===== src/rtl/mem_stage.sv =====
// Memory stage: pass-through for ALU ops, req/ack data-memory access
// with wait states, timeout abort and misalignment trap for loads/stores.
module mem_stage #(
   parameter int unsigned TIMEOUT_CYCLES = 255,
   parameter int unsigned CNT_W          = 8
) (
   input  logic        clock,
   input  logic        reset,
   input  logic [31:0] ac_pc,
   input  logic [4:0]  ac_write_sel,
   input  logic        ac_is_load,
   input  logic        ac_is_store,
   input  logic        ac_is_wb,
   input  logic [1:0]  ac_size,
   input  logic        ac_unsigned,
   input  logic [31:0] ALU_result,
   input  logic [31:0] ac_store_data,
   output logic        dmem_req,
   output logic        dmem_we,
   output logic [31:0] dmem_addr,
   output logic [31:0] dmem_wdata,
   output logic [3:0]  dmem_be,
   input  logic        dmem_ack,
   input  logic [31:0] dmem_rdata,
   output logic        stall,
   output logic [31:0] cw_pc,
   output logic [4:0]  cw_write_sel,
   output logic        cw_is_wb,
   output logic [31:0] cw_result,
   output logic        mem_misaligned,
   output logic        mem_timeout
);

   typedef enum logic {IDLE, ACCESS} state_t;

   state_t             state;
   logic [CNT_W-1:0]   cnt;
   logic               mem_op;
   logic               misaligned;
   logic               timeout_hit;
   logic [3:0]         be_n;
   logic [31:0]        wdata_n;
   logic [31:0]        lane;
   logic [31:0]        load_val;

   always_comb begin
      mem_op      = ac_is_load | ac_is_store;
      misaligned  = 1'b0;
      be_n        = 4'b1111;
      wdata_n     = ac_store_data;
      load_val    = 32'b0;
      timeout_hit = (cnt == CNT_W'(TIMEOUT_CYCLES - 1));
      lane        = dmem_rdata >> {ALU_result[1:0], 3'b000};
      case (ac_size)
         2'b00: begin
            be_n     = 4'b0001 << ALU_result[1:0];
            wdata_n  = {4{ac_store_data[7:0]}};
            load_val = ac_unsigned ? {24'b0, lane[7:0]}
                                   : {{24{lane[7]}}, lane[7:0]};
         end
         2'b01: begin
            misaligned = ALU_result[0];
            be_n       = 4'b0011 << ALU_result[1:0];
            wdata_n    = {2{ac_store_data[15:0]}};
            load_val   = ac_unsigned ? {16'b0, lane[15:0]}
                                     : {{16{lane[15]}}, lane[15:0]};
         end
         default: begin
            misaligned = |ALU_result[1:0];
            load_val   = lane;
         end
      endcase
      // in ACCESS, ack or timeout both end the access this cycle
      if (state == IDLE) stall = mem_op & ~misaligned;
      else               stall = ~dmem_ack & ~timeout_hit;
   end

   always_ff @(posedge clock) begin
      if (!reset) begin
         state          <= IDLE;
         cnt            <= '0;
         dmem_req       <= 1'b0;
         dmem_we        <= 1'b0;
         dmem_addr      <= 32'b0;
         dmem_wdata     <= 32'b0;
         dmem_be        <= 4'b0;
         cw_pc          <= 32'b0;
         cw_write_sel   <= 5'b0;
         cw_is_wb       <= 1'b0;
         cw_result      <= 32'b0;
         mem_misaligned <= 1'b0;
         mem_timeout    <= 1'b0;
      end else begin
         mem_misaligned <= 1'b0;
         mem_timeout    <= 1'b0;
         case (state)
            IDLE: begin
               cw_pc        <= ac_pc;
               cw_write_sel <= ac_write_sel;
               if (!mem_op) begin
                  cw_is_wb  <= ac_is_wb;
                  cw_result <= ALU_result;
               end else if (misaligned) begin
                  cw_is_wb       <= 1'b0;
                  cw_result      <= ALU_result;
                  mem_misaligned <= 1'b1;
               end else begin
                  state      <= ACCESS;
                  cnt        <= '0;
                  dmem_req   <= 1'b1;
                  dmem_we    <= ac_is_store;
                  dmem_addr  <= {ALU_result[31:2], 2'b00};
                  dmem_be    <= be_n;
                  dmem_wdata <= wdata_n;
                  cw_is_wb   <= 1'b0;
               end
            end
            ACCESS: begin
               if (dmem_ack) begin
                  state        <= IDLE;
                  dmem_req     <= 1'b0;
                  cw_pc        <= ac_pc;
                  cw_write_sel <= ac_write_sel;
                  if (ac_is_load) begin
                     cw_is_wb  <= ac_is_wb;
                     cw_result <= load_val;
                  end else begin
                     cw_is_wb  <= 1'b0;
                     cw_result <= ALU_result;
                  end
               end else if (timeout_hit) begin
                  state        <= IDLE;
                  dmem_req     <= 1'b0;
                  cw_pc        <= ac_pc;
                  cw_write_sel <= ac_write_sel;
                  cw_is_wb     <= 1'b0;
                  mem_timeout  <= 1'b1;
               end else begin
                  cnt <= cnt + CNT_W'(1);
               end
            end
            default: state <= IDLE;
         endcase
      end
   end

endmodule

===== config.mk =====
export PLATFORM = sky130hd
export DESIGN_NAME = mem_stage
export DESIGN_NICKNAME = d
export VERILOG_FILES = /design/src/rtl/mem_stage.sv
export SDC_FILE = /design/constraint.sdc
export NUM_CORES = 1
export LEC_CHECK = 0
export BUFFER_PORTS_ARGS = -buffer_cell sky130_fd_sc_hd__buf_2
export CAP_MARGIN = 20
export CORE_AREA = 10 10 137 139
export DETAILED_ROUTE_END_ITERATION = 10
export DIE_AREA = 0 0 147 149
export GPL_TIMING_DRIVEN = 0
export PLACE_DENSITY = 0.76
export SYNTH_ARGS = -nofsm -noshare
export SYNTH_HDL_FRONTEND = slang
export SYNTH_SLANG_ARGS = --single-unit

===== constraint.sdc =====
create_clock -name clock -period 1.45 [get_ports clock]
set_input_delay 0.145 -clock clock [delete_from_list [all_inputs] [get_ports clock]]
set_output_delay 0.145 -clock clock [all_outputs]
set_load 0.03 [all_outputs]

==> flow_results.xml, run 1 <==
<?xml version="1.0" encoding="UTF-8"?>
<metrics>
  <group name="worst_hold_path">
    <metric name="hold_path_class" unit="">input pin to flop</metric>
  </group>
  <group name="power">
    <metric name="power_report.internal_total" unit="uW">8731</metric>
    <metric name="power_switching" unit="uW">4145</metric>
    <metric name="p_per_area" unit="mW/mm^2">1102</metric>
    <metric name="swShare" unit="%">32.19</metric>
    <metric name="power.total" unit="uW">12880</metric>
    <metric name="share_comb_of_total_power" unit="%">27.4</metric>
    <metric name="peakVddDrop" unit="uV">830.4</metric>
    <metric name="share_seq_of_total_power" unit="%">35.8</metric>
    <metric name="leakage" unit="uW">0.005568</metric>
    <metric name="power.clock.fraction" unit="%">36.7</metric>
  </group>
  <group name="yosys">
    <metric name="synth_enable_flop_cells" unit="">0</metric>
    <metric name="async_flop_share" unit="%">0</metric>
    <metric name="post-synth-top-count-cell" unit="">sky130_fd_sc_hd__nand2_1</metric>
    <metric name="yosysWarnings" unit="">0</metric>
    <metric name="mappedNetlistArea" unit="sq mm">0.006903</metric>
    <metric name="yosys.area.top_type" unit="">sky130_fd_sc_hd__dfxtp_1</metric>
    <metric name="synth_top_area_share" unit="%">43.21</metric>
    <metric name="dominantRegCellSynth" unit="">sky130_fd_sc_hd__dfxtp_1</metric>
    <metric name="synth_cell_type_count" unit="">67</metric>
    <metric name="syn-mean-instance-area" unit="sq um">8.347</metric>
    <metric name="flop_and_latch_count_out_of_synthesis" unit="">149</metric>
    <metric name="synth.cells.most_frequent" unit="">sky130_fd_sc_hd__nand2_1, sky130_fd_sc_hd__dfxtp_1, sky130_fd_sc_hd__a21boi_0, sky130_fd_sc_hd__o21ai_0</metric>
    <metric name="synth_area_leaders" unit="">sky130_fd_sc_hd__dfxtp_1, sky130_fd_sc_hd__nand2_1, sky130_fd_sc_hd__a21boi_0</metric>
    <metric name="syn-instance-count" unit="">827</metric>
    <metric name="synth_sequential_area_ratio" unit="%">43.21</metric>
  </group>
  <group name="detailed_routing">
    <metric name="remaining_drc_errors" unit="">0</metric>
    <metric name="drt_iter0_drc" unit="">663</metric>
    <metric name="post_drt_wl_per_cell" unit="um">20.74</metric>
    <metric name="drt-pass1-iter-count" unit="">5</metric>
    <metric name="finalWirelength" unit="um">30920</metric>
    <metric name="routed-via-count" unit="">8096</metric>
    <metric name="ant_nets" unit="">0</metric>
    <metric name="vias_per_cell" unit="">5.430</metric>
  </group>
  <group name="setup_path">
    <metric name="path_max_fanout" unit="">5</metric>
    <metric name="r2r_start" unit="">state</metric>
    <metric name="crit_path_cells" unit="">o21bai_4, buf_4, buf_6, o31a_1, buf_6, buf_6, o21ai_4, a31oi_4</metric>
    <metric name="cp_slowest_cell" unit="">sky130_fd_sc_hd__dfxtp_4</metric>
    <metric name="timing.critical_path.from" unit="">state</metric>
    <metric name="r2r_end" unit="">cw_result[2]</metric>
    <metric name="critical_path_buf_inv_count" unit="">4</metric>
    <metric name="timing.critical_path.depth" unit="">8</metric>
    <metric name="crit_path_start_kind" unit="">flop</metric>
    <metric name="crit_end" unit="">cw_result[2]</metric>
    <metric name="critical_path.most_common_cell" unit="">sky130_fd_sc_hd__buf_6</metric>
    <metric name="critical_path_required" unit="ps">1750</metric>
    <metric name="crit_family" unit="">compound AO/OA/AOI/OAI gates</metric>
    <metric name="cp_slowest_stage_delay" unit="ps">340</metric>
    <metric name="timing.critical_path.to_type" unit="">flop</metric>
    <metric name="path_class" unit="">flop to flop</metric>
    <metric name="worstRegToRegCells" unit="">8</metric>
    <metric name="ff2ff_setup_slack" unit="ps">-320</metric>
    <metric name="crit_arrival" unit="ps">2080</metric>
  </group>
  <group name="floorplan">
    <metric name="initial_util" unit="%">42.68</metric>
    <metric name="rows" unit="">47</metric>
    <metric name="top_level_pins" unit="">285</metric>
    <metric name="core-area" unit="sq mm">0.01617</metric>
    <metric name="die_outline_area" unit="sq mm">0.02190</metric>
    <metric name="die_h" unit="um">149</metric>
    <metric name="chipWidth" unit="um">147</metric>
  </group>
  <group name="clock_tree">
    <metric name="tritoncts.num_buffers" unit="">17</metric>
    <metric name="h-tree-depth" unit="">4</metric>
    <metric name="cts-root-buf" unit="">sky130_fd_sc_hd__clkbuf_16</metric>
    <metric name="cts.clk_slew.worst_paths" unit="ps">60</metric>
    <metric name="clk-insertion-delay-late" unit="ps">440</metric>
    <metric name="clock-sinks" unit="">149</metric>
    <metric name="cts_tree" unit="">done</metric>
    <metric name="clock_path_buffers" unit="">2</metric>
  </group>
  <group name="timing">
    <metric name="timing.final.ws_setup" unit="ps">-323.1</metric>
    <metric name="hold_violations" unit="">0</metric>
    <metric name="max_slew.worst_pin.slew" unit="ps">900.0</metric>
    <metric name="slew-limit-headroom" unit="%">39.74</metric>
    <metric name="timing.final.crit_share" unit="%">122.3</metric>
    <metric name="finalMaxSlewViolations" unit="">0</metric>
    <metric name="finalClockSkew" unit="ps">7.503</metric>
    <metric name="layout_min_cycle_time" unit="ps">1773</metric>
    <metric name="max_freq" unit="MHz">564.0</metric>
    <metric name="grt_setup_unrepaired" unit="">yes</metric>
    <metric name="setup_viol_count_final" unit="">146</metric>
  </group>
  <group name="global_route">
    <metric name="grt_usage" unit="%">24.43</metric>
    <metric name="via_count_of_the_first_global_routing_pass" unit="">7716</metric>
    <metric name="number_of_antenna_violations_at_the_first_check_in_global_routing" unit="">3</metric>
    <metric name="grt_start_max_net_pins" unit="">17</metric>
    <metric name="grt_pass1_wl" unit="um">42990</metric>
    <metric name="grt_overflow_total" unit="">0</metric>
  </group>
  <group name="place">
    <metric name="place.port_buffers" unit="">281</metric>
    <metric name="gp_routability_congestion" unit="">0.9312</metric>
    <metric name="place.detailed.instances" unit="">1329</metric>
    <metric name="post-dp-hpwl" unit="um">20210</metric>
  </group>
  <group name="status">
    <metric name="run_status" unit="">finished with violations</metric>
    <metric name="violations" unit="">setup timing</metric>
  </group>
  <group name="layout">
    <metric name="drive_gt1_share" unit="%">44.95</metric>
    <metric name="areaGrowthSynthToFinish" unit="%">69.24</metric>
    <metric name="layoutNonFillerInstCount" unit="">1491</metric>
    <metric name="nNetsFinal" unit="">1399</metric>
    <metric name="fill_cells" unit="">1182</metric>
  </group>
  <group name="run">
    <metric name="cap_violations" unit="">0</metric>
  </group>
</metrics>
power groups by stage:
stage	Clock, uW	Sequential (uW)	Combinational, uW
2_1_floorplan	0	5280	959
3_3_place_gp	0	4640	2520
3_5_place_dp	0	4660	2540
4_1_cts	4770	4560	2970
5_1_grt	4940	4640	3730
6_report	4730	4610	3530
area by class of cell:
type / count / area, sq um / area share [%]
antenna: 3 / 7.507 / 0.06426
clock buffer: 20 / 456.7 / 3.909
clock inverter: 12 / 170.2 / 1.457
tap: 220 / 275.3 / 2.356
buffer: 67 / 598.1 / 5.119
sequential: 149 / 2995 / 25.64
timing repair buffer: 410 / 2955 / 25.30
multi-input combinational: 607 / 4213 / 36.06
inverter: 3 / 11.26 / 0.09639
sequential cells by signal, indices dropped and copies added (netlist names):
signal	flops
cnt	8
cw_is_wb	1
cw_pc	32
cw_result	32
cw_write_sel	5
dmem_addr	30
dmem_be	4
dmem_req	1
dmem_wdata	32
dmem_we	1
mem_misaligned	1
mem_timeout	1
state	1
kinds of logic (layout without fill, tap and decap cells):
logic type	count (synthesis)	count (layout)	synth area share (%)
other cells	1	5	0.05433
simple gates	324	324	19.79
xor+xnor	5	5	0.6345
flops	149	149	43.21
fa+ha+maj	2	2	0.3625
compound gates	232	232	24.38
mux	42	42	6.453
buf+inv	72	512	5.111
stage by stage:
step	setup slack [ps]	setup TNS [ps]	utilization (%)	instance area, sq um	hold WS [ps]
floorplan	-3.684	-5.003	-	6938	279.7
global placement	-404.2	-36390	53.30	8620	389.0
detailed placement	-407.7	-40500	53.30	8620	394.1
CTS	-445.6	-11110	65.08	10520	1.376
global route	-349.9	-31580	72.22	11680	4.776
finish	-323.1	-24590	72.24	11680	2.685
worst min path at each step:
stage | cells after the start | from | slack (ps) | endpoint
2_1_floorplan | 2 | ALU_result[7] | 280 | cw_result[7]
5_1_grt | 3 | ac_store_data[2] | 5 | dmem_wdata[2]
6_report | 3 | ac_store_data[2] | 3 | dmem_wdata[2]
4_1_cts | 3 | ac_store_data[1] | 1 | dmem_wdata[1]
3_5_place_dp | 3 | ac_pc[28] | 390 | cw_pc[28]
3_3_place_gp | 3 | ac_pc[26] | 390 | cw_pc[26]
cells in the final DEF, fill, tap and decap left out, drive strengths merged, types with 6 or more instances in the layout:
cell	synthesis	layout
mux2i	34	34
a221oi	7	7
clkbuf	30	60
a21oi	18	18
mux2	7	7
a211oi	9	9
nand3	22	22
o211a	18	18
dlygate4sd3	0	72
a31oi	13	13
nor4	8	8
o21ai	58	58
buf	39	365
nor2	36	36
a21boi	84	84
inv	3	6
dfxtp	149	149
nor3	6	6
nand2	230	230
clkinv	0	6
o211ai	6	6
tightest hold or removal path, delay by kind of cell:
family	cells	cell delay [ps]
buffers and inverters	1	140
and+or+nand+nor	1	50
AOI/OAI and AO/OA	1	40
per-layer routing:
metal	GRT usage, %	wire length (um)	share of wire, %	up-vias
met4	8.226	1137	3.7	2
met3	8.434	2803	9.1	86
met1	29.34	12260	40	3869
met2	40.13	14710	48	410
met5	0	13	0.042	-
li1	-	-	-	3729
what timing repair did:
action,CTS,global route
setup buffers,23,17
endpoints found under the hold margin,77,2
endpoints found under the setup margin,147,147
pin swaps,9,41
gates resized for setup,121,233
cloned,5,14
hold buffers,70,2
(Power assumes the default switching activity.)
==> run 2, diff against run 1 <==
SETUP_SLACK_MARGIN = 0.1   (was unset)
==> flow_results.xml, run 2 (synthesized netlist as in run 1, its figures left out) <==
<?xml version="1.0" encoding="UTF-8"?>
<metrics>
  <group name="status">
    <metric name="run_status" unit="">finished with violations</metric>
    <metric name="violations" unit="">hold timing, setup timing</metric>
  </group>
  <group name="detailed_routing">
    <metric name="post_drt_wl_per_cell" unit="um">21.35</metric>
    <metric name="remaining_drc_errors" unit="">0</metric>
    <metric name="finalWirelength" unit="um">32090</metric>
    <metric name="routed-via-count" unit="">8378</metric>
    <metric name="ant_nets" unit="">0</metric>
    <metric name="vias_per_cell" unit="">5.574</metric>
    <metric name="drt-pass1-iter-count" unit="">6</metric>
    <metric name="drt_iter0_drc" unit="">740</metric>
  </group>
  <group name="layout">
    <metric name="areaGrowthSynthToFinish" unit="%">75.20</metric>
    <metric name="drive_gt1_share" unit="%">49.57</metric>
    <metric name="nNetsFinal" unit="">1412</metric>
    <metric name="fin_util" unit="%">74.79</metric>
    <metric name="most_common_library_cell_in_the_layout_ignoring_fill_and_taps" unit="">sky130_fd_sc_hd__buf_2</metric>
    <metric name="largest_registers" unit="">cw_pc x32, cw_result x32, dmem_wdata x32</metric>
    <metric name="layoutNonFillerInstCount" unit="">1503</metric>
    <metric name="layout.cells.most_common_list" unit="">sky130_fd_sc_hd__buf_2, sky130_fd_sc_hd__nand2_1, sky130_fd_sc_hd__dfxtp_1</metric>
  </group>
  <group name="clock_tree">
    <metric name="cts_tree" unit="">done</metric>
    <metric name="clock-sinks" unit="">149</metric>
    <metric name="clock_path_buffers" unit="">2</metric>
    <metric name="h-tree-depth" unit="">4</metric>
    <metric name="cts.clk_slew.worst_paths" unit="ps">70</metric>
    <metric name="clk-insertion-delay-late" unit="ps">440</metric>
    <metric name="cts-root-buf" unit="">sky130_fd_sc_hd__clkbuf_16</metric>
    <metric name="tritoncts.num_buffers" unit="">17</metric>
  </group>
  <group name="global_route">
    <metric name="via_count_of_the_first_global_routing_pass" unit="">7844</metric>
    <metric name="number_of_antenna_violations_at_the_first_check_in_global_routing" unit="">4</metric>
    <metric name="grt_overflow_total" unit="">0</metric>
    <metric name="grt_usage" unit="%">25.04</metric>
    <metric name="grt_start_max_net_pins" unit="">17</metric>
    <metric name="grt_pass1_wl" unit="um">43680</metric>
  </group>
  <group name="timing">
    <metric name="max_slew.worst_pin.slew" unit="ps">862.1</metric>
    <metric name="hold_ws" unit="ps">-12.59</metric>
    <metric name="finalMaxSlewViolations" unit="">0</metric>
    <metric name="hold_violations" unit="">6</metric>
    <metric name="max_freq" unit="MHz">535.3</metric>
    <metric name="timing.final.crit_share" unit="%">128.8</metric>
    <metric name="setup_viol_count_final" unit="">147</metric>
    <metric name="grt_setup_unrepaired" unit="">yes</metric>
    <metric name="layout_min_cycle_time" unit="ps">1868</metric>
    <metric name="timing.final.ws_setup" unit="ps">-418.0</metric>
    <metric name="finalClockSkew" unit="ps">10.69</metric>
    <metric name="slew-limit-headroom" unit="%">42.53</metric>
  </group>
  <group name="floorplan">
    <metric name="top_level_pins" unit="">285</metric>
    <metric name="initial_util" unit="%">42.68</metric>
    <metric name="die_h" unit="um">149</metric>
    <metric name="core-area" unit="sq mm">0.01617</metric>
    <metric name="die_outline_area" unit="sq mm">0.02190</metric>
    <metric name="chipWidth" unit="um">147</metric>
    <metric name="rows" unit="">47</metric>
  </group>
  <group name="power">
    <metric name="power_switching" unit="uW">4395</metric>
    <metric name="share_comb_of_total_power" unit="%">29.1</metric>
    <metric name="power.total" unit="uW">13000</metric>
    <metric name="swShare" unit="%">33.81</metric>
    <metric name="power_report.internal_total" unit="uW">8604</metric>
    <metric name="peakVddDrop" unit="uV">860.6</metric>
    <metric name="leakage" unit="uW">0.005704</metric>
    <metric name="power.clock.fraction" unit="%">35.3</metric>
    <metric name="share_seq_of_total_power" unit="%">35.6</metric>
    <metric name="p_per_area" unit="mW/mm^2">1075</metric>
  </group>
  <group name="place">
    <metric name="place_ws" unit="ps">-299.0</metric>
    <metric name="place.port_buffers" unit="">281</metric>
    <metric name="gp_routability_congestion" unit="">0.9187</metric>
    <metric name="place.detailed.instances" unit="">1329</metric>
    <metric name="post-dp-hpwl" unit="um">20250</metric>
  </group>
  <group name="worst_hold_path">
    <metric name="hold_path_class" unit="">input pin to flop</metric>
    <metric name="min-delay-start" unit="">ac_store_data[5]</metric>
  </group>
  <group name="setup_path">
    <metric name="path_class" unit="">flop to output port</metric>
    <metric name="path_max_fanout" unit="">4</metric>
    <metric name="timing.critical_path.to_type" unit="">output port</metric>
    <metric name="critical_path_required" unit="ps">1310</metric>
    <metric name="r2r_start" unit="">state</metric>
    <metric name="crit_arrival" unit="ps">1720</metric>
    <metric name="crit_path_start_kind" unit="">flop</metric>
    <metric name="timing.critical_path.from" unit="">state</metric>
  </group>
  <group name="run">
    <metric name="cap_violations" unit="">0</metric>
  </group>
</metrics>
==> run 2: path summary, 6_finish.rpt <==
| check | end | slack, ps | cells past startpoint |
|---|---|---|---|
| hold / removal | dmem_wdata[5] | -10 | 3 |
| hold reg to reg | dmem_wdata[0] | 450 | 2 |
| setup / recovery | stall | -420 | 6 |
| setup reg to reg | cw_result[13] | -350 | 8 |
==> run 2: metrics by stage <==
stage | cell area (sq um) | setup TNS, ps
after global routing | 12090 | -37390
final | 12090 | -32110
after floorplan | 7093 | 0
after CTS | 10900 | -12780
after global placement | 8775 | -22580
after detailed placement | 8775 | -23570
==> run 2: critical path: stages (launching register included) <==
cell	delay [ps]
sky130_fd_sc_hd__dfxtp_4	340
sky130_fd_sc_hd__o21bai_4	170
sky130_fd_sc_hd__or3_1	320
sky130_fd_sc_hd__buf_6	140
sky130_fd_sc_hd__buf_12	120
sky130_fd_sc_hd__nand2_8	60
sky130_fd_sc_hd__buf_8	120
==> run 2: power groups by stage <==
stage / logic [uW] / registers (uW) / clock network (uW)
detailed placement: 2590 / 4660 / 0
finish: 3790 / 4620 / 4590
global route: 3960 / 4650 / 4770
CTS: 3160 / 4570 / 4610
global placement: 2570 / 4640 / 0
floorplan: 1010 / 5280 / 0
==> run 2: area by class of cell <==
| cell class | count | area (sq um) |
|---|---|---|
| Multi-Input combinational cell | 607 | 4449 |
| Sequential cell | 149 | 2997 |
| Fill cell | 1080 | 4078 |
| Inverter | 3 | 11.26 |
| Buffer | 67 | 651.9 |
| Clock buffer | 17 | 425.4 |
| Antenna cell | 2 | 5.005 |
| Timing Repair Buffer | 423 | 3109 |
| Tap cell | 220 | 275.3 |
| Clock inverter | 15 | 170.2 |
==> run 2: repair_timing <==
| item | CTS | global route |
|---|---|---|
| endpoints found under the setup margin | 144 | 149 |
| endpoints found under the hold margin | 80 | 0 |
| pin swaps | 24 | 58 |
| setup buffers | 24 | 28 |
| resized for setup | 153 | 264 |
| cloned | 12 | 11 |
| hold buffers | 70 | 0 |
==> run 2: layer usage <==
metal / wire length [um] / global-route usage (%) / share of wire [%] / vias to the layer above
met5: 23 / 0 / 0.072 / -
met2: 15500 / 41.92 / 48 / 556
met3: 2945 / 6.978 / 9.2 / 144
met1: 12190 / 29.66 / 38 / 3910
met4: 1439 / 10.60 / 4.5 / 4
li1: - / - / - / 3764
